File: config.mk
export PLATFORM = sky130hd
export DESIGN_NAME = hazard_scoreboard_unit
export DESIGN_NICKNAME = d
export VERILOG_FILES = /design/src/rtl/hazard_scoreboard_unit.sv
export SDC_FILE = /design/constraint.sdc
export NUM_CORES = 1
export LEC_CHECK = 0
export CAP_MARGIN = 40
export CORE_MARGIN = 5
export CORE_UTILIZATION = 47
export CTS_CLUSTER_DIAMETER = 80
export DETAILED_ROUTE_END_ITERATION = 10
export GPL_ROUTABILITY_DRIVEN = 1
export HOLD_SLACK_MARGIN = 0.05
export PLACE_DENSITY = 0.8
export REMOVE_ABC_BUFFERS = 1
export SETUP_SLACK_MARGIN = 0.5
export SLEW_MARGIN = 30
export SYNTH_ARGS = -nofsm -noshare
export SYNTH_HDL_FRONTEND = slang
export SYNTH_SLANG_ARGS = --single-unit
File: constraint.sdc
create_clock -name clk -period 2.1 [get_ports clk]
set_input_delay 0.42 -clock clk [delete_from_list [all_inputs] [get_ports clk]]
set_output_delay 0.42 -clock clk [all_outputs]
set_load 0.05 [all_outputs]
File: src/rtl/hazard_scoreboard_unit.sv
// hazard_scoreboard_unit: in-order RAW hazard detection with an internal in-flight writer scoreboard
module hazard_scoreboard_unit #(
  parameter int REG_ADDR_W = 4,
  parameter int NUM_SRC    = 3,
  parameter int PIPE_DEPTH = 2,
  parameter int LOAD_LAT   = 1,
  parameter int CNT_W      = 16
) (
  input  logic                          clk,
  input  logic                          rst,
  input  logic                          id_valid,
  input  logic [NUM_SRC*REG_ADDR_W-1:0] id_src,
  input  logic [NUM_SRC-1:0]            id_src_used,
  input  logic [REG_ADDR_W-1:0]         id_dest,
  input  logic                          id_wb_en,
  input  logic                          id_mem_r_en,
  input  logic                          id_is_branch,
  input  logic                          forward_en,
  input  logic                          flush,
  output logic                          hazard_detected,
  output logic                          inflight_busy,
  output logic [CNT_W-1:0]              stall_cnt
);
  logic [PIPE_DEPTH-1:0]                 wb_q, wb_d, mr_q, mr_d;
  logic [PIPE_DEPTH-1:0][REG_ADDR_W-1:0] dest_q, dest_d;
  logic [CNT_W-1:0]                      stall_cnt_q, stall_cnt_d;
  logic                                  raw, load_raw, issue;
  always_comb begin
    raw = 1'b0;
    load_raw = 1'b0;
    for (int i = 0; i < NUM_SRC; i++)
      for (int k = 0; k < PIPE_DEPTH; k++)
        if (id_src_used[i] && wb_q[k] && id_src[i*REG_ADDR_W +: REG_ADDR_W] == dest_q[k]) begin
          raw = 1'b1;
          if (k < LOAD_LAT && mr_q[k]) load_raw = 1'b1;
        end
  end
  assign hazard_detected = id_valid & ~flush & (forward_en ? (load_raw | (id_is_branch & raw)) : raw);
  assign issue = id_valid & ~flush & ~hazard_detected;
  // Entry 0 takes the issuing instruction or a bubble; older entries age by one stage.
  always_comb begin
    wb_d = '0;
    mr_d = '0;
    dest_d = '0;
    wb_d[0] = issue & id_wb_en;
    mr_d[0] = issue & id_mem_r_en;
    dest_d[0] = issue ? id_dest : '0;
    for (int k = 1; k < PIPE_DEPTH; k++) begin
      wb_d[k] = wb_q[k-1];
      mr_d[k] = mr_q[k-1];
      dest_d[k] = dest_q[k-1];
    end
  end
  assign stall_cnt_d = (hazard_detected && !(&stall_cnt_q)) ? stall_cnt_q + 1'b1 : stall_cnt_q;
  always_ff @(posedge clk or negedge rst) begin
    if (!rst) begin
      wb_q <= '0;
      mr_q <= '0;
      dest_q <= '0;
      stall_cnt_q <= '0;
    end else begin
      wb_q <= wb_d;
      mr_q <= mr_d;
      dest_q <= dest_d;
      stall_cnt_q <= stall_cnt_d;
    end
  end
  assign inflight_busy = |wb_q;
  assign stall_cnt = stall_cnt_q;
endmodule

Word level (Yosys, flattened, before mapping). Index checks and enable logic that the tools add are counted.

Bitwise operators: 9. Div/mod/pow operators: 0. Muxes and demuxes: 14. Eq/ne operators: 6. Reduce and logical (&&, ||, !) cells: 16. $add $sub $neg: 1. $mul: 0. Shift-type cells: 0. $lt $le $gt $ge: 0.

Operators by type and width (count): $eq 4x4->1 (6); $add 16x1->16 const B (1); $reduce_and 16->1 (1); $logic_and 1x1->1 (13); $mux 1 (13); $and 1x1->1 (6); $mux 4 (1); $not 1->1 (2); $reduce_or 2->1 (1); $logic_not 1->1 (1); $or 1x1->1 (1).

Logic and storage cells: 51. Output and inout port bits: 18. RAM bits: 0. Memories kept: 0. Register bits: 27. Latch bits: 0. Bits in read-only memories: 0.

Depth between registers and ports, before layout. Gate-level depths: netlist of run 1.

Word-level depth: 15. Mapped depth: 8. Depth with buffers taken out: 7.

Worst setup path before layout of run 1. Ideal clock, no wire load.

Kind: flip-flop to flip-flop. Start point: reg stall_cnt_q[0] (netlist: stall_cnt[0]). End point: reg stall_cnt_q[1] (netlist: stall_cnt[1]). Data arrival time: 2.221 ns. Setup time: 0.128 ns. Period minus slack after synthesis: 2.349 ns. Buffers on the path: 0. Slack: -0.249 ns. Data required time: 1.972 ns. Cell stages (with the launch flop): 8. Cells stage by stage: dfrtp_1 ha_1 nand4_2 nor3_2 nand4_1 nand2_1 or2_1 mux2_1.

Word-level cells in the longest chain between the ends: 3. Elaborated cells between the ends (all ways): 4.

Ends and longest elaborated chain: from (decl) (RTL line 26) `logic [CNT_W-1:0] stall_cnt_q, stall_cnt_d;`; from (signal assigned) (RTL line 65) `stall_cnt_q <= stall_cnt_d;`; branches (longest 3 deep; another with $add 16x1->16).

Parallel ways; which one is timed is not known. A chain may end at the register's enable or synchronous reset.

Final worst setup path of run 1.
Start point: reg dest_q[7] in the netlist's numbering. End point: out hazard_detected.

Word-level cells in the longest chain between the ends: 11. Elaborated cells between the ends (all ways): 15.

Ends and longest elaborated chain: from (decl) (RTL line 25) `logic [PIPE_DEPTH-1:0][REG_ADDR_W-1:0] dest_q, dest_d;`; from (signal assigned) (RTL line 64) `dest_q <= dest_d;`; $eq 4x4->1 (RTL line 33) `if (id_src_used[i] && wb_q[k] && id_src[i*REG_ADDR_W +: REG_ADDR_W] == dest_q[k]) begin`; $logic_and 1x1->1 (RTL line 33); $mux 1 (4 in a row) (RTL line 33); $mux 1 (*) (RTL line 33); $and 1x1->1 (RTL line 38) `assign hazard_detected = id_valid & ~flush & (forward_en ? (load_raw | (id_is_branch & raw)) : raw);`; $or 1x1->1 (RTL line 38); $mux 1 (*) (RTL line 38); $and 1x1->1 (*) (RTL line 38); to (decl) (RTL line 20) `output logic hazard_detected,`.

Mark *: on every way between the ends. The rest lies on a longest branch, timed or not.

==> results of run 1 <==
## cells by family (layout without fill, tap and decap cells)
logic type	Yosys count	count (layout)	share of synthesized area (%)
compound gates	6	6	3.41
xor+xnor	35	35	20.3
fa+ha+maj	1	1	0.830
buf+inv	7	77	2.32
flops	27	27	44.9
mux	2	2	1.41
simple gates	66	66	26.8
## flip-flops by register name (all words and copies together), names as in the netlist
register	cells
dest_d	4
dest_q	4
mr_q	1
stall_cnt	16
wb_q	2
## what timing repair did
action,in CTS,in global routing
gates cloned,1,0
setup endpoints to repair,40,34
pin swaps,27,8
endpoints found under the hold margin,0,0
gates resized for setup,115,29
hold buffers,0,0
buffers inserted,6,4
## cells in the mapped netlist, drive strengths merged (2+ instances only)
master / number
dfrtp: 27
nor4: 4
nor2: 9
nand2: 9
and3: 11
xnor2: 12
nand3: 7
or2: 2
buf: 2
xor2: 23
o21ai: 3
nand4: 7
nand2b: 2
inv: 4
nor3: 9
## critical path, cell delays in order, from the launching register on
cell and delay [ps]:
dfrtp_2 460, xor2_1 180, nor4_1 330, nand4_1 150, o21ai_2 110, nor4_4 80, nor2_1 120, buf_6 170
## metal layers
metal  global-route usage (%)  part of all wire, %  vias to the layer above
met1                     24.7                   37                      662
met5                        0                    0                        -
met3                     5.73                  7.0                       11
li1                         -                    -                      640
met2                     36.4                   53                       59
met4                     10.2                  3.5                        0
## stage by stage
stage          setup WS [ps]  instances  power [mW]
6_report                -257        258        1.01
4_1_cts                 -265        254        1.00
3_5_place_dp            -441        243       0.767
5_1_grt                 -338        258        1.06
3_3_place_gp            -419        243       0.760
2_1_floorplan           -411        141       0.650
## power groups by stage
stage,clock network [mW],registers [mW],logic [mW]
floorplan,0,0.587,0.0634
global placement,0,0.563,0.197
detailed placement,0,0.565,0.202
CTS,0.232,0.556,0.215
global route,0.258,0.555,0.247
finish,0.231,0.553,0.229
## final timing paths
check | start | end | slack, ps | cells after the start
setup / recovery | dest_q[7] | hazard_detected | -260 | 7
hold / removal | rst | stall_cnt[10] | 420 | 2
setup reg to reg | dest_q[7] | stall_cnt[4] | -130 | 9
hold reg to reg | dest_d[6] | dest_q[6] | 490 | 0
max in group asynchronous | rst | dest_q[7] | 1400 | 2
min in group clk | dest_d[6] | dest_q[6] | 490 | 0
## cell type report
| class | count | area (sq um) |
|---|---|---|
| inverter | 4 | 15.0 |
| tap | 44 | 55.1 |
| sequential | 27 | 677 |
| clock buffer | 4 | 26.3 |
| multi-input combinational | 110 | 947 |
| fill | 215 | 751 |
| timing repair buffer | 69 | 582 |
==> results.sh, run 1 <==
export IMPL_grt_pass1_vias=1491
export IMPL_startpoint_type="register"
export IMPL_cts_root_buffer_cell="clkbuf_4"
export IMPL_finalClockSkew_ps=7.19
export IMPL_start_util_pct=49.3
export IMPL_pwr_share_comb_pct=22.6
export IMPL_clk_latency_ps=340
export IMPL_arrival_ps=1940
export IMPL_post_route_drc_count=0
export IMPL_worst_ir_drop_vdd_v=0.000445
export IMPL_failed_checks="setup timing"
export IMPL_syn_inst=144
export IMPL_grt_setup_unrepaired="yes"
export IMPL_power_leakage_nw=1.23
export IMPL_whs_ps=419
export IMPL_drt_first_pass_iters=4
export IMPL_die_y_um=66.6
export IMPL_crit_required_ps=1680
export IMPL_setup_viol=6
export IMPL_wirelength_um=4380
export IMPL_drive_gt1_share_pct=36.4
export IMPL_final_nets=243
export IMPL_synth_area_sq_um=1510
export IMPL_htree_levels=1
export IMPL_vias=1372
export IMPL_ys_ff_latch=27
export IMPL_rows=20
export IMPL_hpwl_um=2880
export IMPL_stdcell_area_sq_um=2300
export IMPL_synth_top_area_share_pct=44.9
export IMPL_fp_dieW_um=66.6
export IMPL_ioPinCount=45
export IMPL_grt_overflow_total=0
export IMPL_yosysSeqAreaShare_pct=44.9
export IMPL_finalCoreUtilization_pct=75.4
export IMPL_dr_first_iter_drc_count=73
export IMPL_critPathKind="reg -> out"
export IMPL_cts_tree="done"
export IMPL_yosysTopAreaCell="dfrtp_1"
export IMPL_hold_path_class="in -> async"
export IMPL_seqPwrFrac_pct=54.6
export IMPL_synth_edff_count=0
export IMPL_numPortBuffers=44
export IMPL_grt_first_pass_wirelength_um=7060
export IMPL_report_final_slew_viol_count=0
export IMPL_critPathCaptureType="primary output"
export IMPL_p_sw_mw=0.288
export IMPL_cap_violations=0
export IMPL_grt_start_max_net_pins=28
export IMPL_path_max_fanout=3
export IMPL_clock_sinks=27
export IMPL_p_int_mw=0.726
export IMPL_timing_final_crit_share_pct=112
export IMPL_dieArea_sq_um=4440
export IMPL_period_needed_ps=2360
export IMPL_async_flop_share_pct=100
export IMPL_numCtsBuffers=3
export IMPL_final_cell_mix="dfrtp_1, xor2_1, buf_4, buf_2"
export IMPL_core_area_sq_um=3050
export IMPL_p_sw_share_pct=28.4
export IMPL_synth_area_leaders="dfrtp_1, xor2_1, xnor2_1"
export IMPL_clkTransAtPathRegs_ps=140
export IMPL_antenna_found_initial=0
export IMPL_vias_per_cell=5.32
export IMPL_ant_nets=0
export IMPL_setup_tns_ps=-436
export IMPL_synth_cell_types=35
export IMPL_layout_commonest_cell="dfrtp_1"
export IMPL_syn_to_final_growth_pct=52.8
export IMPL_p_per_area_nw_per_um2=440
export IMPL_place_area_sq_um=2080
export IMPL_grt_usage_pct=21.4
export IMPL_worst_slack_ps=-257
export IMPL_yosysWarningCount=0
export IMPL_p_clk_share_pct=22.8
export IMPL_max_slew_worst_pin_slew_ps=337
export IMPL_clockBufferDepth=2
export IMPL_slew_headroom_pct=77.5
export IMPL_status="finished with violations"
export IMPL_antenna_cells=0
export IMPL_fmax_mhz=424
export IMPL_avgSynthCellArea_sq_um=10.5
export IMPL_gp_congestion=0.859
export IMPL_ys_flop_type="dfrtp_1"
export IMPL_wl_per_cell_um=17.0
export IMPL_hold_viol=0
No activity file was read; power rests on OpenSTA's default activity.
==> run 2: changes to the inputs <==
GPL_TIMING_DRIVEN = 0   (was default)
REMOVE_ABC_BUFFERS = default   (was 1)
==> results.sh, run 2 (synthesized netlist as in run 1, its figures left out) <==
export IMPL_timing_final_crit_share_pct=114
export IMPL_wl_per_cell_um=17.3
export IMPL_finalCoreUtilization_pct=78.3
export IMPL_post_route_drc_count=0
export IMPL_report_final_slew_viol_count=0
export IMPL_ioPinCount=45
export IMPL_grt_setup_unrepaired="yes"
export IMPL_power_total_mw=0.999
export IMPL_drt_first_pass_iters=4
export IMPL_final_nets=237
export IMPL_hold_viol=0
export IMPL_regArea_sq_um=689
export IMPL_grt_pass1_vias=1411
export IMPL_fmax_mhz=418
export IMPL_place_area_sq_um=2080
export IMPL_numPortBuffers=44
export IMPL_worst_ir_drop_vdd_v=0.000246
export IMPL_vias_per_cell=5.34
export IMPL_grt_first_pass_wirelength_um=6730
export IMPL_power_leakage_nw=1.21
export IMPL_wirelength_um=4360
export IMPL_grt_usage_pct=20.0
export IMPL_clkTransAtPathRegs_ps=150
export IMPL_multi_input_area_sq_um=990
export IMPL_numCtsBuffers=3
export IMPL_grt_overflow_total=0
export IMPL_syn_num_nets=172
export IMPL_start_util_pct=49.3
export IMPL_stdcell_area_sq_um=2390
export IMPL_hold_path_class="in -> async"
export IMPL_clockBufferDepth=2
export IMPL_crit_chain="xor2_1, nor4_2, nand4_1, o21ai_2, nor4_4, buf_6, nor2_4, buf_8"
export IMPL_dieArea_sq_um=4440
export IMPL_hpwl_um=2840
export IMPL_startpoint_type="register"
export IMPL_vias=1346
export IMPL_slowest_delay_ps=420
export IMPL_grt_start_max_net_pins=28
export IMPL_cts_root_buffer_cell="clkbuf_4"
export IMPL_largest_reg_flops=16
export IMPL_dr_first_iter_drc_count=56
export IMPL_crit_required_ps=1680
export IMPL_path_max_fanout=2
export IMPL_n_fill_cell=192
export IMPL_p_per_area_nw_per_um2=418
export IMPL_syn_to_final_growth_pct=58.6
export IMPL_clk_latency_ps=330
export IMPL_critPathKind="reg -> out"
export IMPL_max_slew_worst_pin_slew_ps=591
export IMPL_worst_slack_ps=-292
export IMPL_die_y_um=66.6
export IMPL_fp_dieW_um=66.6
export IMPL_htree_levels=1
export IMPL_final_cell_mix="xor2_1, dfrtp_1, dlygate4sd2_1, clkdlybuf4s50_1"
export IMPL_clock_sinks=27
export IMPL_stdcell_count=252
export IMPL_period_needed_ps=2390
export IMPL_layout_commonest_cell="xor2_1"
export IMPL_critPathCaptureType="primary output"
export IMPL_crit_slowest_cell="dfrtp_1"
export IMPL_arrival_ps=1970
export IMPL_whs_ps=64.7
export IMPL_finalClockSkew_ps=11.2
export IMPL_setup_viol=9
export IMPL_cts_hold_buf=0
export IMPL_cap_violations=0
export IMPL_ant_nets=0
export IMPL_placed_cells=232
export IMPL_cts_tree="done"
export IMPL_antenna_found_initial=0
export IMPL_drive_gt1_share_pct=40.4
export IMPL_rows=20
export IMPL_status="finished with violations"
export IMPL_gp_congestion=0.825
export IMPL_failed_checks="setup timing"
export IMPL_slew_headroom_pct=60.6
export IMPL_core_area_sq_um=3050
export IMPL_antenna_cells=0
## run 2: cell types whose count changed in the layout (fill, tap and decap cells not counted), sizes merged
| cell | change |
|---|---|
| clkdlybuf4s15 | +5 |
| clkdlybuf4s50 | -1 |
| buf | -11 |
| clkbuf | +1 |
## run 2: worst paths after layout
path	from	endpoint	slack (ps)	cells past startpoint
max	dest_q[5]	hazard_detected	-290	8
min	rst	stall_cnt[10]	60	1
max reg2reg	dest_q[5]	stall_cnt[7]	-80	11
min reg2reg	dest_d[6]	dest_q[6]	470	0
max in group asynchronous	rst	stall_cnt[8]	1600	1
min in group clk	dest_d[6]	dest_q[6]	470	0
## run 2: layer usage
layer / global-route usage [%] / wire length (um) / vias to the layer above
li1: - / - / 631
met1: 23.5 / 1780 / 656
met2: 35.0 / 2180 / 51
met3: 5.06 / 298 / 8
met4: 6.60 / 102 / 0
met5: 0 / 0 / -
## run 2: report_power, final
group          total, mW  switching, mW  internal (mW)
Clock              0.226          0.151         0.0745
Combinational      0.214          0.111          0.102
Sequential         0.559         0.0226          0.537
Total              0.999          0.285          0.713
## run 2: stage by stage
stage | TNS [ps] | worst slack [ps]
final | -637 | -292
after global routing | -1910 | -412
after CTS | -301 | -301
after detailed placement | -7730 | -1240
after global placement | -7050 | -1190
after floorplan | 0 | 88.0
## run 2: cell type report
class	instances	area share [%]
multi-input combinational	110	41.4
sequential	27	28.8
timing repair buffer	60	24.2
tap	44	2.30
buffer	3	1.47
clock buffer	4	1.10
inverter	4	0.628
## run 2: timing repair
item / CTS / global route
gates resized for setup: 108 / 28
setup buffers: 8 / 6
setup endpoints to repair: 40 / 31
pin swaps: 30 / 8
endpoints found under the hold margin: 0 / 0
gates cloned: 1 / 1
## run 2: worst max-delay path, delay by kind of cell, from the launching register on
family	cells	cell delay [ps]
XOR/XNOR	1	180
flip-flops	1	420
AO/OA/AOI/OAI	1	110
buffers and inverters	2	280
AND/OR/NAND/NOR	4	650
==> run 3: changes to the inputs <==
CORE_UTILIZATION = 50   (was 47)
PLACE_DENSITY = 0.84   (was 0.8)
SLEW_MARGIN = default   (was 30)
clock period = 2.9 ns   (was 2.1 ns; I/O delays follow)
==> results.sh, run 3 (synthesized netlist as in run 1, its figures left out) <==
export IMPL_slowest_delay_ps=440
export IMPL_dr_first_iter_drc_count=55
export IMPL_vias_per_cell=5.41
export IMPL_clockBufferDepth=2
export IMPL_fmax_mhz=401
export IMPL_p_per_area_nw_per_um2=330
export IMPL_worstPathBufferInverterCount=2
export IMPL_place_ws_ps=-756
export IMPL_stdcell_count=234
export IMPL_clk_latency_ps=310
export IMPL_period_needed_ps=2490
export IMPL_p_sw_mw=0.189
export IMPL_htree_levels=1
export IMPL_status="finished clean"
export IMPL_pwr_share_comb_pct=20.8
export IMPL_clock_sinks=27
export IMPL_post_route_drc_count=0
export IMPL_cts_hold_buf=0
export IMPL_report_final_slew_viol_count=0
export IMPL_cts_tree="done"
export IMPL_holdPathEnd="wb_q[1]"
export IMPL_r2r_cells=7
export IMPL_critPathKind="reg -> out"
export IMPL_antenna_found_initial=0
export IMPL_r2r_slack_ps=680
export IMPL_grt_setup_unrepaired="yes"
export IMPL_finalClockSkew_ps=4.04
export IMPL_min_from="wb_q[0]"
export IMPL_layout_commonest_cell="clkdlybuf4s50_1"
export IMPL_p_int_mw=0.514
export IMPL_syn_to_final_growth_pct=41.4
export IMPL_fp_dieW_um=64.9
export IMPL_crit_family="simple AND/OR/NAND/NOR gates"
export IMPL_place_area_sq_um=2020
export IMPL_globalRouteMet2Util_pct=35.0
export IMPL_gp_congestion=0.850
export IMPL_drt_first_pass_iters=4
export IMPL_stdcell_area_sq_um=2130
export IMPL_dieArea_sq_um=4210
export IMPL_power_total_mw=0.703
export IMPL_setup_viol=0
export IMPL_grt_start_max_net_pins=19
export IMPL_timing_final_crit_share_pct=86.0
export IMPL_holdPathStages=0
export IMPL_grt_usage_pct=19.2
export IMPL_hold_viol=0
export IMPL_core_area_sq_um=2980
export IMPL_setup_tns_ps=0
export IMPL_regArea_sq_um=676
export IMPL_use_met3_pct=4.68
export IMPL_grt_first_pass_wirelength_um=6380
export IMPL_critPathCaptureType="primary output"
export IMPL_ant_nets=0
export IMPL_final_nets=230
export IMPL_slew_headroom_pct=62.4
export IMPL_startpoint_type="register"
export IMPL_die_y_um=64.9
export IMPL_crit_slowest_cell="dfrtp_1"
export IMPL_path_max_fanout=3
export IMPL_p_sw_share_pct=26.9
export IMPL_whs_ps=462
export IMPL_clkTransAtPathRegs_ps=140
export IMPL_n_fill_cell=230
export IMPL_arrival_ps=1910
export IMPL_final_cell_mix="clkdlybuf4s50_1, dfrtp_1, xor2_1, xnor2_1, and3_1"
export IMPL_grt_overflow_total=0
export IMPL_drive_gt1_share_pct=17.9
export IMPL_hpwl_um=2870
export IMPL_p_clk_share_pct=22.2
export IMPL_grt_pass1_vias=1371
export IMPL_ioPinCount=45
export IMPL_max_slew_worst_pin_slew_ps=563
export IMPL_cap_violations=0
export IMPL_worst_ir_drop_vdd_v=0.000216
export IMPL_r2r_end="stall_cnt[1]"
export IMPL_wirelength_um=3720
export IMPL_hold_path_class="reg -> reg"
export IMPL_multi_input_area_sq_um=826
export IMPL_vias=1265
export IMPL_top_usage_layer="met2"
export IMPL_cts_root_buffer_cell="clkbuf_4"
export IMPL_regToRegStartpoint="stall_cnt[0]"
export IMPL_syn_num_nets=172
export IMPL_rows=20
export IMPL_finalCoreUtilization_pct=71.6
export IMPL_crit_required_ps=2320
export IMPL_numCtsBuffers=3
export IMPL_power_leakage_nw=1.02
export IMPL_antenna_cells=0
export IMPL_numPortBuffers=44
export IMPL_seqPwrFrac_pct=57.0
export IMPL_largest_reg_flops=16
export IMPL_worst_slack_ps=407
export IMPL_crit_chain="xor2_1, nor4_1, nand4_1, o31ai_4, nor4_4, buf_6, nor2_4, buf_8"
export IMPL_placed_cells=222
export IMPL_start_util_pct=50.6
export IMPL_grt_use_met1_pct=22.8
export IMPL_wl_per_cell_um=15.9
==> run 3: how the worst max path moves through the flow <==
stage | cells past startpoint | endpoint | slack [ps] | startpoint
3_5_place_dp | 9 | hazard_detected | -760 | forward_en
6_report | 8 | hazard_detected | 410 | dest_q[7]
4_1_cts | 8 | hazard_detected | 410 | id_is_branch
5_1_grt | 8 | hazard_detected | 280 | dest_q[7]
3_3_place_gp | 9 | hazard_detected | -740 | forward_en
2_1_floorplan | 7 | hazard_detected | 540 | id_is_branch
==> run 3: power by group through the flow <==
stage          combinational (mW)  clock (mW)  sequential [mW]
6_report                    0.147       0.156            0.401
5_1_grt                     0.157       0.185            0.403
4_1_cts                     0.147       0.160            0.401
3_5_place_dp                0.143           0            0.408
3_3_place_gp                0.133           0            0.407
2_1_floorplan              0.0478           0            0.425
==> run 3: repair_timing <==
action / CTS / global route
hold endpoints to repair: 0 / 0
pin swaps: 13 / 0
resized for setup: 54 / 0
buffers inserted: 8 / 0
endpoints found under the setup margin: 1 / 1
==> run 3: metal layers <==
| metal | routed length [um] | part of all wire, % | vias up |
|---|---|---|---|
| li1 | - | - | 610 |
| met1 | 1480 | 40 | 600 |
| met2 | 1910 | 51 | 53 |
| met3 | 321 | 8.6 | 2 |
| met4 | 6 | 0.16 | 0 |
| met5 | 0 | 0 | - |
==> run 3: final cells by class <==
class                      instances  share of cell area (%)
buffer                             3                    1.23
timing repair buffer              53                    24.4
clock buffer                       4                    1.23
inverter                           4                   0.705
multi-input combinational        110                    38.8
tap                               33                    1.94
sequential                        27                    31.7
